$ cat src/rtl/seven_seg_scan_driver.sv
// seven_seg_scan_driver: scans eight latched segment patterns onto a shared bus with one-hot digit selects
// Ports: Clock/Reset (sync, active-high), Enable (scan on/off), Video_Output0..7 (per-digit patterns),
//        Seg_Out (shared segments), Digit_Sel (digit enables), Digit_Index (slot index), Frame_Done (wrap pulse)
module seven_seg_scan_driver #(
    parameter int PRESCALE     = 50000,
    parameter int BLANK_CYCLES = 64,
    parameter bit SEL_ACT_LOW  = 1,
    parameter bit SEG_ACT_LOW  = 1
) (
    input  logic       Clock,
    input  logic       Reset,
    input  logic       Enable,
    input  logic [6:0] Video_Output0,
    input  logic [6:0] Video_Output1,
    input  logic [6:0] Video_Output2,
    input  logic [6:0] Video_Output3,
    input  logic [6:0] Video_Output4,
    input  logic [6:0] Video_Output5,
    input  logic [6:0] Video_Output6,
    input  logic [6:0] Video_Output7,
    output logic [6:0] Seg_Out,
    output logic [7:0] Digit_Sel,
    output logic [2:0] Digit_Index,
    output logic       Frame_Done
);
    localparam int CW = $clog2(PRESCALE);
    localparam logic [CW-1:0] LAST = CW'(PRESCALE - 1);
    localparam logic [CW-1:0] BLANK_END = CW'(BLANK_CYCLES);
    localparam logic [6:0] SEG_OFF = SEG_ACT_LOW ? 7'h7F : 7'h00;
    localparam logic [7:0] SEL_OFF = SEL_ACT_LOW ? 8'hFF : 8'h00;
    typedef enum logic [1:0] {IDLE, BLANK, DRIVE} state_t;
    state_t state, state_n;
    logic [CW-1:0] cnt, cnt_n;
    logic [2:0] idx, idx_n;
    logic [6:0] vin [8];
    logic [6:0] shadow [8];
    logic [6:0] shadow_n [8];
    logic [6:0] seg_n;
    logic [7:0] sel_n;
    logic frame_n, wrap;
    assign vin = '{Video_Output0, Video_Output1, Video_Output2, Video_Output3,
                   Video_Output4, Video_Output5, Video_Output6, Video_Output7};
    always_comb begin
        state_n = state;
        cnt_n = cnt;
        idx_n = idx;
        shadow_n = shadow;
        seg_n = SEG_OFF;
        sel_n = SEL_OFF;
        frame_n = 1'b0;
        wrap = state != IDLE && cnt == LAST && idx == 3'd7;
        // shadow tracks the inputs while idle so a restart shows fresh data
        if (Reset || state == IDLE || wrap)
            shadow_n = vin;
        if (!Enable) begin
            state_n = IDLE;
            cnt_n = '0;
            idx_n = '0;
        end else if (state == IDLE) begin
            state_n = (BLANK_CYCLES == 0) ? DRIVE : BLANK;
            cnt_n = '0;
            idx_n = '0;
        end else begin
            cnt_n = (cnt == LAST) ? '0 : cnt + 1'b1;
            idx_n = (cnt == LAST) ? idx + 3'd1 : idx;
            state_n = (cnt_n < BLANK_END) ? BLANK : DRIVE;
            frame_n = wrap;
        end
        // outputs are derived from the next state so they line up with it after the edge
        if (state_n == DRIVE) begin
            seg_n = shadow_n[idx_n];
            sel_n = SEL_ACT_LOW ? ~(8'd1 << idx_n) : (8'd1 << idx_n);
        end
    end
    always_ff @(posedge Clock) begin
        shadow <= shadow_n;
        if (Reset) begin
            state <= IDLE;
            cnt <= '0;
            idx <= '0;
            Seg_Out <= SEG_OFF;
            Digit_Sel <= SEL_OFF;
            Digit_Index <= '0;
            Frame_Done <= 1'b0;
        end else begin
            state <= state_n;
            cnt <= cnt_n;
            idx <= idx_n;
            Seg_Out <= seg_n;
            Digit_Sel <= sel_n;
            Digit_Index <= idx_n;
            Frame_Done <= frame_n;
        end
    end
endmodule

$ cat config.mk
export PLATFORM = sky130hd
export DESIGN_NAME = seven_seg_scan_driver
export DESIGN_NICKNAME = d
export VERILOG_FILES = /design/src/rtl/seven_seg_scan_driver.sv
export SDC_FILE = /design/constraint.sdc
export NUM_CORES = 1
export LEC_CHECK = 0
export ABC_AREA = 1
export BUFFER_PORTS_ARGS = -buffer_cell sky130_fd_sc_hd__buf_2
export CORE_MARGIN = 2
export CORE_UTILIZATION = 56
export DETAILED_ROUTE_END_ITERATION = 10
export PLACE_DENSITY_LB_ADDON = 0.3
export SYNTH_ARGS = -nofsm -noshare
export SYNTH_HDL_FRONTEND = slang
export SYNTH_SLANG_ARGS = --single-unit
$ cat constraint.sdc
create_clock -name Clock -period 2.1 [get_ports Clock]
set_input_delay 0.63 -clock Clock [delete_from_list [all_inputs] [get_ports Clock]]
set_output_delay 0.63 -clock Clock [all_outputs]
set_load 0.02 [all_outputs]
==> metrics.md, run 1 <==
| Metric | Value |
|---|---|
| Min Tclk post-route | 2080 ps |
| DRC Markers | 0 |
| Synth warn | 0 |
| Initial DRC count | 224 |
| Outcome | finished, final reports clean |
| Top cell type's share of synthesized area | 0.405 |
| IO buf count | 77 |
| Clk network pwr share | 0.351 |
| Initial antenna violation count | 0 |
| Adder-Cell Fraction of Synth Area | 0.00816 |
| Antenna Cells | 0 |
| RR Endpoint | Seg_Out[0]$_SDFF_PP1_ |
| Pint | 0.00261 W |
| Syn_nets | 739 |
| Clock Sink Count | 93 |
| Post-synthesis xor/xnor area fraction | 0.00952 |
| Crit path max fanout | 9 |
| Post-synthesis simple-gate area fraction | 0.429 |
| CP Capture Type | register |
| Cells after Synth | 677 |
| Synth Flop Type | dfxtp_1 |
| Number of cells on the worst reg-to-reg path | 13 |
| Multiplexer share of the synthesized area | 0 |
| RSZ-0062 raised after global routing | yes |
| Worst Hold Class | input pin to register |
| Die area | 8960 µm² |
| Die Span Y | 94.6 µm |
| Pre-Repair DR Iteration Count | 5 |
| Syn Std Cell Area | 4600 µm² |
| Switching share of power | 0.249 |
| Worst Max-Slew Pin Slew | 484 ps |
| First-pass GRT wire length | 17,100 µm |
| Compound-Gate Fraction of Synth Area | 0.00761 |
| H-tree Lvls | 3 |
| Area of the multi-input gates | 2340 µm² |
| Hold_ws | 484 ps |
| Pwr Density | 589 nW/µm² |
| CP Class | register to register |
| Area Overhead vs Synth | 28.5% |
| Psw | 0.000868 W |
| Root Buffer | clkbuf_8 |
| Worst Skew | 19.5 ps |
| Synth cell types | 32 |
| Final period utilization | 0.990 |
| Avg Cell Area, Syn | 6.80 µm² |
| Sequential share of power | 0.536 |
| VDD IR-drop max | 0.318 mV |
| Sequential area share after synthesis | 0.405 |
| I/O pin cnt | 78 |
| Final ANT Viol Nets | 0 |
| Clk Latency, worst-skew pair | 370 ps |
| # setup viols final | 0 |
| Starting Density | 0.568 |
| Hold depth | 3 |
| Routed wire length | 12,400 µm |
| Top post-synthesis cells by area | dfxtp_1, nand2_1, nor2_1 |
| CTS tree | built |
| Post-DP HPWL | 7210 µm |
| Filler Cell Count | 672 |
| # nets final | 847 |
| Post-synth EDFFs | 0 |
| Pleak | 3.06 nW |
| Critical path data required time | 2360 ps |
| Slew HR | 0.676 |
| Area of the core | 8090 µm² |
| CTS Buffer Depth | 2 |
| Pin count of the biggest net entering global routing | 41 |
| Register area | 1880 µm² |
| Flops & latches, synth | 93 |
| Die Wd | 94.6 µm |
| Vias in the first global route | 3,862 |
| Yosys top cell by area | dfxtp_1 |
| Post-synth ARST share | 0 |
| Hold EP | shadow[35]$_DFF_P_ |
| RR Startpoint | cnt[1]$_SDFF_PP0_ |
| Max cap viols | 0 |
| Fmax | 481 MHz |
| GRT overflow | 0 |
| Row cnt | 33 |
| Cell Area, Placed | 5170 µm² |
| Vias | 4,515 |
| Slew Limit Fails | 0 |
| Wire per inst | 13.9 µm |
| CTS Buf Count | 9 |
| Share of cells above drive strength 1 | 0.284 |
| Cell area after layout | 5910 µm² |
| Data arrival time of the worst path | 2340 ps |
| Combinational Power Share | 0.113 |
| Reg clk slew, reported paths | 100 ps |
| Gr usage total | 0.241 |
| RePlAce Congestion | 0.897 |
| Via density | 5.04 |
| Crit start category | register |
| Largest family of logic cells by synthesized area | simple AND/OR/NAND/NOR gates |
| Final Hold Viols | 0 |
| R2r setup slk | 20 ps |
| Worst Hold Launch | Video_Output2[0] |
[cells in the mapped netlist, types with 2 or more instances]
| cell type | n |
|---|---|
| or2_1 | 2 |
| nor2_2 | 8 |
| inv_2 | 3 |
| ha_1 | 3 |
| clkbuf_1 | 2 |
| buf_6 | 11 |
| nand3_2 | 3 |
| nand3_1 | 29 |
| nand2_1 | 168 |
| nand3b_1 | 52 |
| nor2_4 | 2 |
| or2_2 | 5 |
| nand4_1 | 6 |
| o21bai_1 | 2 |
| buf_2 | 4 |
| a21oi_1 | 4 |
| nand2_2 | 6 |
| buf_1 | 4 |
| clkinv_1 | 2 |
| inv_1 | 122 |
| dfxtp_1 | 93 |
| nor2_1 | 132 |
| xor2_1 | 4 |
| nor3_1 | 2 |
[metal layers]
metal | GRT usage | part of all wire | up-vias
li1 | - | - | 2241
met1 | 0.312 | 0.42 | 2044
met2 | 0.391 | 0.48 | 199
met3 | 0.0431 | 0.068 | 31
met4 | 0.110 | 0.029 | 0
met5 | 0 | 0 | -
[critical path, stage by stage, from the launching register on]
cell,delay (ps)
dfxtp_2,370
ha_4,160
nand3_4,90
nor2_4,220
nand4_4,230
nand2_4,200
clkbuf_16,180
nand2_1,50
nand2_1,80
nor2_1,50
nor2_1,120
nand3_1,100
nand2_1,60
nand2_1,50
[stage by stage]
| stage | setup TNS [ps] | util | power [W] | worst slack [ps] | cells |
|---|---|---|---|---|---|
| after floorplan | 0 | - | 0.00211 | 214 | 677 |
| after global placement | 0 | 0.639 | 0.00222 | 66.4 | 855 |
| after detailed placement | 0 | 0.639 | 0.00223 | 1.07 | 855 |
| after CTS | -2.66 | 0.666 | 0.00342 | -2.66 | 871 |
| after global routing | -279 | 0.731 | 0.00363 | -68.9 | 895 |
| final | 0 | 0.731 | 0.00348 | 21.7 | 895 |
[cell usage in the layout (no fill, tap or decap), drive strengths merged]
cell	instances
xor2	4
clkinv	3
nand3	34
o21bai	2
xnor2	1
nand4	8
or2	7
nand3b	52
nor2	142
nor3	3
bufinv	1
ha	3
a21oi	4
nor4	1
clkbuf	16
dfxtp	93
nand2	176
buf	112
inv	125
clkinvlp	3
[how the worst max path moves through the flow]
stage,end,start
floorplan,Digit_Sel[1]$_SDFF_PP1_,cnt[0]$_SDFF_PP0_
global placement,Seg_Out[3]$_SDFF_PP1_,cnt[0]$_SDFF_PP0_
detailed placement,Digit_Sel[5]$_SDFF_PP1_,cnt[0]$_SDFF_PP0_
CTS,Digit_Sel[5]$_SDFF_PP1_,cnt[5]$_SDFF_PP0_
global route,Seg_Out[1]$_SDFF_PP1_,cnt[1]$_SDFF_PP0_
finish,Seg_Out[0]$_SDFF_PP1_,cnt[1]$_SDFF_PP0_
[registers in the layout, summed over array words and instances (netlist names)]
signal      flops
Seg_Out         7
Digit_Sel       8
idx             3
cnt            16
shadow         56
state           2
Frame_Done      1
[logic make-up after synthesis]
logic type	Yosys count
flip-flops	93
AND/OR/NAND/NOR	421
XOR/XNOR	5
buffers and inverters	149
adder cells (fa/ha/maj)	3
AO/OA/AOI/OAI	6
[power groups by stage]
stage                     clock network [W]  registers [W]  logic, W
final                               0.00122        0.00187  0.000393
after global routing                0.00132        0.00187  0.000436
after floorplan                           0        0.00190  0.000211
after global placement                    0        0.00190  0.000312
after CTS                           0.00123        0.00187  0.000323
after detailed placement                  0        0.00191  0.000320
[final cells by class]
type / instances / area share
clock buffer: 11 / 0.0239
clock inverter: 5 / 0.00995
inverter: 127 / 0.0813
multi-input combinational: 437 / 0.395
sequential: 93 / 0.318
tap: 105 / 0.0222
timing repair buffer: 117 / 0.150
[repair_timing]
item	4_1_cts	5_1_grt
endpoints found under the setup margin	10	17
gates resized for setup	3	72
pin swaps	1	34
hold buffers	0	0
gates cloned	0	9
buffers inserted	0	15
No activity file was read; power rests on OpenSTA's default activity.
==> inputs of run 2 (changes only) <==
--- a/config.mk
+++ b/config.mk
@@ -11,6 +11,7 @@
 export CORE_UTILIZATION = 56
 export DETAILED_ROUTE_END_ITERATION = 10
 export PLACE_DENSITY_LB_ADDON = 0.3
+export SETUP_SLACK_MARGIN = 0.4
 export SYNTH_ARGS = -nofsm -noshare
 export SYNTH_HDL_FRONTEND = slang
 export SYNTH_SLANG_ARGS = --single-unit
==> run 2 against run 1 <==
Compared with the run above:
- critical path depth is 3 higher
- critical path type unchanged
- die area stayed put
- sequential cell count stayed put
- power is 6.2% higher
- the flow now finishes with violations (setup timing)
- setup slack worse by 99 ps
==> metrics.md, run 2 (same netlist as run 1, synthesis figures left out) <==
| Metric | Value |
|---|---|
| RR Endpoint | Seg_Out[2]$_SDFF_PP1_ |
| Max reg flops | 56 |
| R2r setup slk | -80 ps |
| RePlAce Congestion | 0.928 |
| CP Class | register to register |
| Starting Density | 0.568 |
| Die Span Y | 94.6 µm |
| Worst Skew | 9.88 ps |
| Area of the core | 8090 µm² |
| # setup viols final | 3 |
| Biggest regs | shadow: 56 flops, cnt: 16 flops, Digit_Sel: 8 flops |
| Most frequent cells in the layout | nor2_1, inv_1, nand2_1 |
| Setup_tns | -109 ps |
| Slew Limit Fails | 0 |
| CP Capture Type | register |
| H-tree Lvls | 3 |
| Vias | 4,621 |
| Max cap viols | 0 |
| Hold_ws | 487 ps |
| Worst Hold Class | input pin to register |
| RR Startpoint | cnt[6]$_SDFF_PP0_ |
| Critical path origin | cnt[6]$_SDFF_PP0_ |
| IO buf count | 77 |
| Routed wire length | 13,400 µm |
| Pwr Density | 593 nW/µm² |
| Via density | 5.13 |
| Vias in the first global route | 4,183 |
| Crit path max fanout | 6 |
| Outcome | finished, violations left |
| CP endpoint | Seg_Out[2]$_SDFF_PP1_ |
| CP cell instances | inv_2, nor2_2, nand2_1, nor2_4, nand4_4, nand2_8, buf_12, buf_12, clkbuf_16, nand2_4, nand2_2, nor2_1, nor2_1, nand2_1, nor2_1, nor2_1 |
| Pleak | 3.17 nW |
| Antenna Cells | 0 |
| Initial antenna violation count | 0 |
| Pre-Repair DR Iteration Count | 5 |
| Commonest non-fill, non-tap cell in the layout | nor2_1 |
| Die area | 8960 µm² |
| Final Hold Viols | 0 |
| Area Overhead vs Synth | 35.7% |
| CTS tree | built |
| Initial DRC count | 248 |
| Pin count of the biggest net entering global routing | 36 |
| Share of cells above drive strength 1 | 0.345 |
| Slew HR | 0.797 |
| # nets final | 854 |
| CTS Buffer Depth | 2 |
| Top reg by flops | shadow |
| Final ANT Viol Nets | 0 |
| Root Buffer | clkbuf_8 |
| Number of cells on the worst reg-to-reg path | 16 |
| Row cnt | 33 |
| Cell mode on critical path | nor2_1 |
| Non-Filler Instances | 901 |
| Die Wd | 94.6 µm |
| Clk Latency, worst-skew pair | 370 ps |
| Final period utilization | 1.04 |
| Post-DP HPWL | 7590 µm |
| Reg clk slew, reported paths | 90 ps |
| RSZ-0062 raised after global routing | yes |
| DRC Markers | 0 |
| Critical Path Max Stage Delay | 380 ps |
| Failing checks | setup timing |
| Worst Setup Slack, final | -77.7 ps |
| Wire per inst | 14.9 µm |
| Gr usage total | 0.278 |
| First-pass GRT wire length | 19,600 µm |
| Cell count after placement | 851 |
| Fmax | 459 MHz |
| Critical path data required time | 2370 ps |
| Crit-path slowest cell | dfxtp_2 |
| GRT overflow | 0 |
| Clock Sink Count | 93 |
| Worst Max-Slew Pin Slew | 304 ps |
| Min Tclk post-route | 2180 ps |
| VDD IR-drop max | 0.377 mV |
| Crit start category | register |
| I/O pin cnt | 78 |
| CTS Buf Count | 9 |
| Data arrival time of the worst path | 2440 ps |
==> run 2: cell count changes in the layout (fill, tap and decap cells not counted), sizes merged <==
cell      previous run  this run
clkinv               3         1
bufinv               1         2
clkinvlp             3         2
buf                112       122
clkbuf              16        14
==> run 2: final cells by class <==
cell class              count  area, µm²
fillers                   560       1850
flip-flops and latches     93       1880
clock buffers              12        165
repair buffers            124       1030
clock inverters             3       67.6
inverters                 127        483
multi-input cells         437       2480
well taps                 105        131
==> run 2: critical path: cells and delay by family, from the launching register on <==
family	cells	cell delay [ps]
and+or+nand+nor	12	1270
DFF	1	380
buffers and inverters	4	410
==> run 2: metal layers <==
layer / global-route usage / vias to the layer above / share of wire
met2: 0.480 / 200 / 0.51
li1: - / 2250 / -
met1: 0.355 / 2136 / 0.41
met5: 0 / - / 0
met4: 0.0894 / 0 / 0.024
met3: 0.0455 / 35 / 0.062
==> run 2: worst min-delay path by stage <==
stage | startpoint | end | slack, ps | cells past startpoint
5_1_grt | Video_Output6[1] | shadow[8]$_DFF_P_ | 510 | 3
3_5_place_dp | cnt[0]$_SDFF_PP0_ | cnt[0]$_SDFF_PP0_ | 460 | 1
2_1_floorplan | cnt[0]$_SDFF_PP0_ | cnt[0]$_SDFF_PP0_ | 430 | 1
4_1_cts | Video_Output6[1] | shadow[8]$_DFF_P_ | 500 | 3
6_report | Video_Output6[1] | shadow[8]$_DFF_P_ | 490 | 3
3_3_place_gp | cnt[0]$_SDFF_PP0_ | cnt[0]$_SDFF_PP0_ | 440 | 1
==> run 2: metrics by stage <==
stage | worst slack (ps) | utilization | area, µm² | total power [W]
5_1_grt | -137 | 0.771 | 6240 | 0.00383
3_5_place_dp | 95.1 | 0.644 | 5220 | 0.00223
3_3_place_gp | 104 | 0.644 | 5220 | 0.00222
2_1_floorplan | 362 | - | 4690 | 0.00211
6_report | -77.7 | 0.771 | 6240 | 0.00370
4_1_cts | 104 | 0.730 | 5910 | 0.00361
==> run 2: repair_timing <==
item,in CTS,in global routing
gates resized for setup,33,86
hold endpoints to repair,0,0
endpoints found under the setup margin,17,80
pin swaps,20,45
buffers inserted,22,5
cloned,6,2
hold buffers,0,0
==> run 2: report_power, final <==
group,internal [W],switching [W]
Sequential,0.00185,0.0000200
Clock,0.000762,0.000632
Combinational,0.000200,0.000237
Total,0.00281,0.000889
==> inputs of run 3 (changes only) <==
--- a/config.mk
+++ b/config.mk
@@ -11,7 +11,7 @@
 export CORE_UTILIZATION = 56
 export DETAILED_ROUTE_END_ITERATION = 10
 export PLACE_DENSITY_LB_ADDON = 0.3
-export SETUP_SLACK_MARGIN = 0.4
+export SETUP_SLACK_MARGIN = 0.02
 export SYNTH_ARGS = -nofsm -noshare
 export SYNTH_HDL_FRONTEND = slang
 export SYNTH_SLANG_ARGS = --single-unit
==> run 3 against run 2 <==
Compared with the run above:
- the flow now finishes without violations
- critical endpoint is now Seg_Out[1]$_SDFF_PP1_
- combinational power shrank 11%
- fmax grew 6.8%
- power shrank 6.0%
- non-clock buffer count shrank 7
- register-to-register slack gained 140 ps
- final cell count shrank 0.67%
- count of clock-buffer cells in the layout shrank 1
- clock skew grew 6.0 ps
==> metrics.md, run 3 (same netlist as run 1, synthesis figures left out) <==
| Metric | Value |
|---|---|
| Reg clk slew, reported paths | 100 ps |
| Root Buffer | clkbuf_8 |
| Min Tclk post-route | 2040 ps |
| Row cnt | 33 |
| Final period utilization | 0.971 |
| Setup_tns | 0 ps |
| Initial DRC count | 252 |
| Top reg by flops | shadow |
| Clock Sink Count | 93 |
| Crit-path slowest cell | dfxtp_2 |
| Die Span Y | 94.6 µm |
| Fmax | 491 MHz |
| Clk Latency, worst-skew pair | 370 ps |
| Area Overhead vs Synth | 28.3% |
| Pre-Repair DR Iteration Count | 4 |
| Fin util | 0.730 |
| Crit path max fanout | 9 |
| Clk network pwr share | 0.350 |
| Die Wd | 94.6 µm |
| IO buf count | 77 |
| Top delay family on crit path | simple AND/OR/NAND/NOR gates |
| CP Capture Type | register |
| Gr usage total | 0.246 |
| Max reg flops | 56 |
| Die area | 8960 µm² |
| Final Hold Viols | 0 |
| Max cap viols | 0 |
| Combinational Power Share | 0.112 |
| Initial antenna violation count | 0 |
| R2r setup slk | 60 ps |
| Final ANT Viol Nets | 0 |
| Slew Limit Fails | 0 |
| Most frequent cells in the layout | nand2_1, nor2_1, inv_1 |
| Share of cells above drive strength 1 | 0.278 |
| CTS Buf Count | 9 |
| I/O pin cnt | 78 |
| Via density | 5.03 |
| Wire per inst | 13.7 µm |
| Post-CTS Hold Buffers | 0 |
| DRC Markers | 0 |
| Worst Max-Slew Pin Slew | 486 ps |
| Critical Path Max Stage Delay | 360 ps |
| GRT overflow | 0 |
| Outcome | finished, final reports clean |
| RePlAce Congestion | 0.897 |
| Slew HR | 0.675 |
| Pwr Density | 589 nW/µm² |
| RSZ-0062 raised after global routing | yes |
| Post-DP HPWL | 7210 µm |
| Pleak | 3.07 nW |
| H-tree Lvls | 3 |
| Vias in the first global route | 3,865 |
| CP Class | register to register |
| Commonest non-fill, non-tap cell in the layout | nand2_1 |
| Sequential share of power | 0.537 |
| Starting Density | 0.568 |
| Worst Hold Class | register to register |
| Area of the core | 8090 µm² |
| Data arrival time of the worst path | 2290 ps |
| Biggest regs | shadow: 56 flops, cnt: 16 flops, Digit_Sel: 8 flops |
| Pint | 0.00261 W |
| CP cell instances | nor2_2, nand2_2, nor2_4, nand4_4, nand2_8, clkbuf_16, nand2_1, nand2_1, nor2_1, nor2_1, nand3_1, nand2_1, nand2_1 |
| Worst path bufs/invs | 1 |
| Routed wire length | 12,300 µm |
| Psw | 0.000864 W |
| # setup viols final | 0 |
| Cell mode on critical path | nand2_1 |
| Worst Skew | 15.9 ps |
| VDD IR-drop max | 0.300 mV |
| Switching share of power | 0.249 |
| Vias | 4,498 |
| # nets final | 847 |
| Crit start category | register |
| First-pass GRT wire length | 17,400 µm |
| Critical path data required time | 2350 ps |
| Filler Cell Count | 653 |
| CTS tree | built |
| Antenna Cells | 0 |
| CTS Buffer Depth | 2 |
| Pin count of the biggest net entering global routing | 41 |
==> run 3: cell count changes in the layout (fill, tap and decap cells not counted), sizes merged <==
| cell | previous run | this run |
|---|---|---|
| buf | 122 | 112 |
| bufinv | 2 | 1 |
| clkbuf | 14 | 16 |
| clkinv | 1 | 3 |
| clkinvlp | 2 | 3 |
==> run 3: layout make-up <==
type                    instances  area [µm²]  share of cell area
clock buffers                  11         141              0.0239
clock inverters                 5        58.8             0.00996
inverters                     127         480              0.0814
multi-input cells             437        2330               0.395
flip-flops and latches         93        1880               0.318
well taps                     105         131              0.0223
repair buffers                117         885               0.150
==> run 3: routing by layer <==
layer / GRT usage / routed length, µm / vias to the layer above
li1: - / - / 2241
met4: 0.110 / 286 / 0
met2: 0.394 / 5930 / 187
met5: 0 / 0 / -
met3: 0.0447 / 838 / 27
met1: 0.324 / 5240 / 2043
==> run 3: final timing paths <==
check | cells past startpoint | from | endpoint
worst max-delay path | 13 | cnt[10]$_SDFF_PP0_ | Seg_Out[1]$_SDFF_PP1_
worst min register to register | 2 | shadow[8]$_DFF_P_ | shadow[8]$_DFF_P_
worst min-delay path | 2 | shadow[8]$_DFF_P_ | shadow[8]$_DFF_P_
worst max register to register | 13 | cnt[10]$_SDFF_PP0_ | Seg_Out[1]$_SDFF_PP1_
==> run 3: power by group through the flow <==
stage | clock (W) | combinational, W | sequential, W
global route | 0.00131 | 0.000432 | 0.00188
detailed placement | 0 | 0.000320 | 0.00191
floorplan | 0 | 0.000211 | 0.00190
CTS | 0.00123 | 0.000325 | 0.00187
global placement | 0 | 0.000312 | 0.00190
finish | 0.00122 | 0.000391 | 0.00187
==> run 3: through the flow <==
stage / instances / cell area (µm²) / hold WS, ps / setup slack (ps) / power, W
floorplan: 677 / 4600 / 430 / 214 / 0.00211
finish: 895 / 5900 / 483 / 61.6 / 0.00348
CTS: 872 / 5430 / 483 / 15.2 / 0.00342
detailed placement: 855 / 5170 / 471 / 1.07 / 0.00223
global route: 895 / 5900 / 487 / -63.1 / 0.00362
global placement: 855 / 5170 / 465 / 66.4 / 0.00222
==> run 3: repair_timing <==
| action | 4_1_cts | 5_1_grt |
|---|---|---|
| cloned | 1 | 8 |
| buffers inserted | 0 | 15 |
| setup endpoints to repair | 13 | 17 |
| resized for setup | 8 | 63 |
| pin swaps | 1 | 35 |
==> run 3: worst register-to-register path, delay by kind of cell (launching register included) <==
kind,cells,cell delay [ps]
and+or+nand+nor,12,1380
DFF,1,360
buffers and inverters,1,180
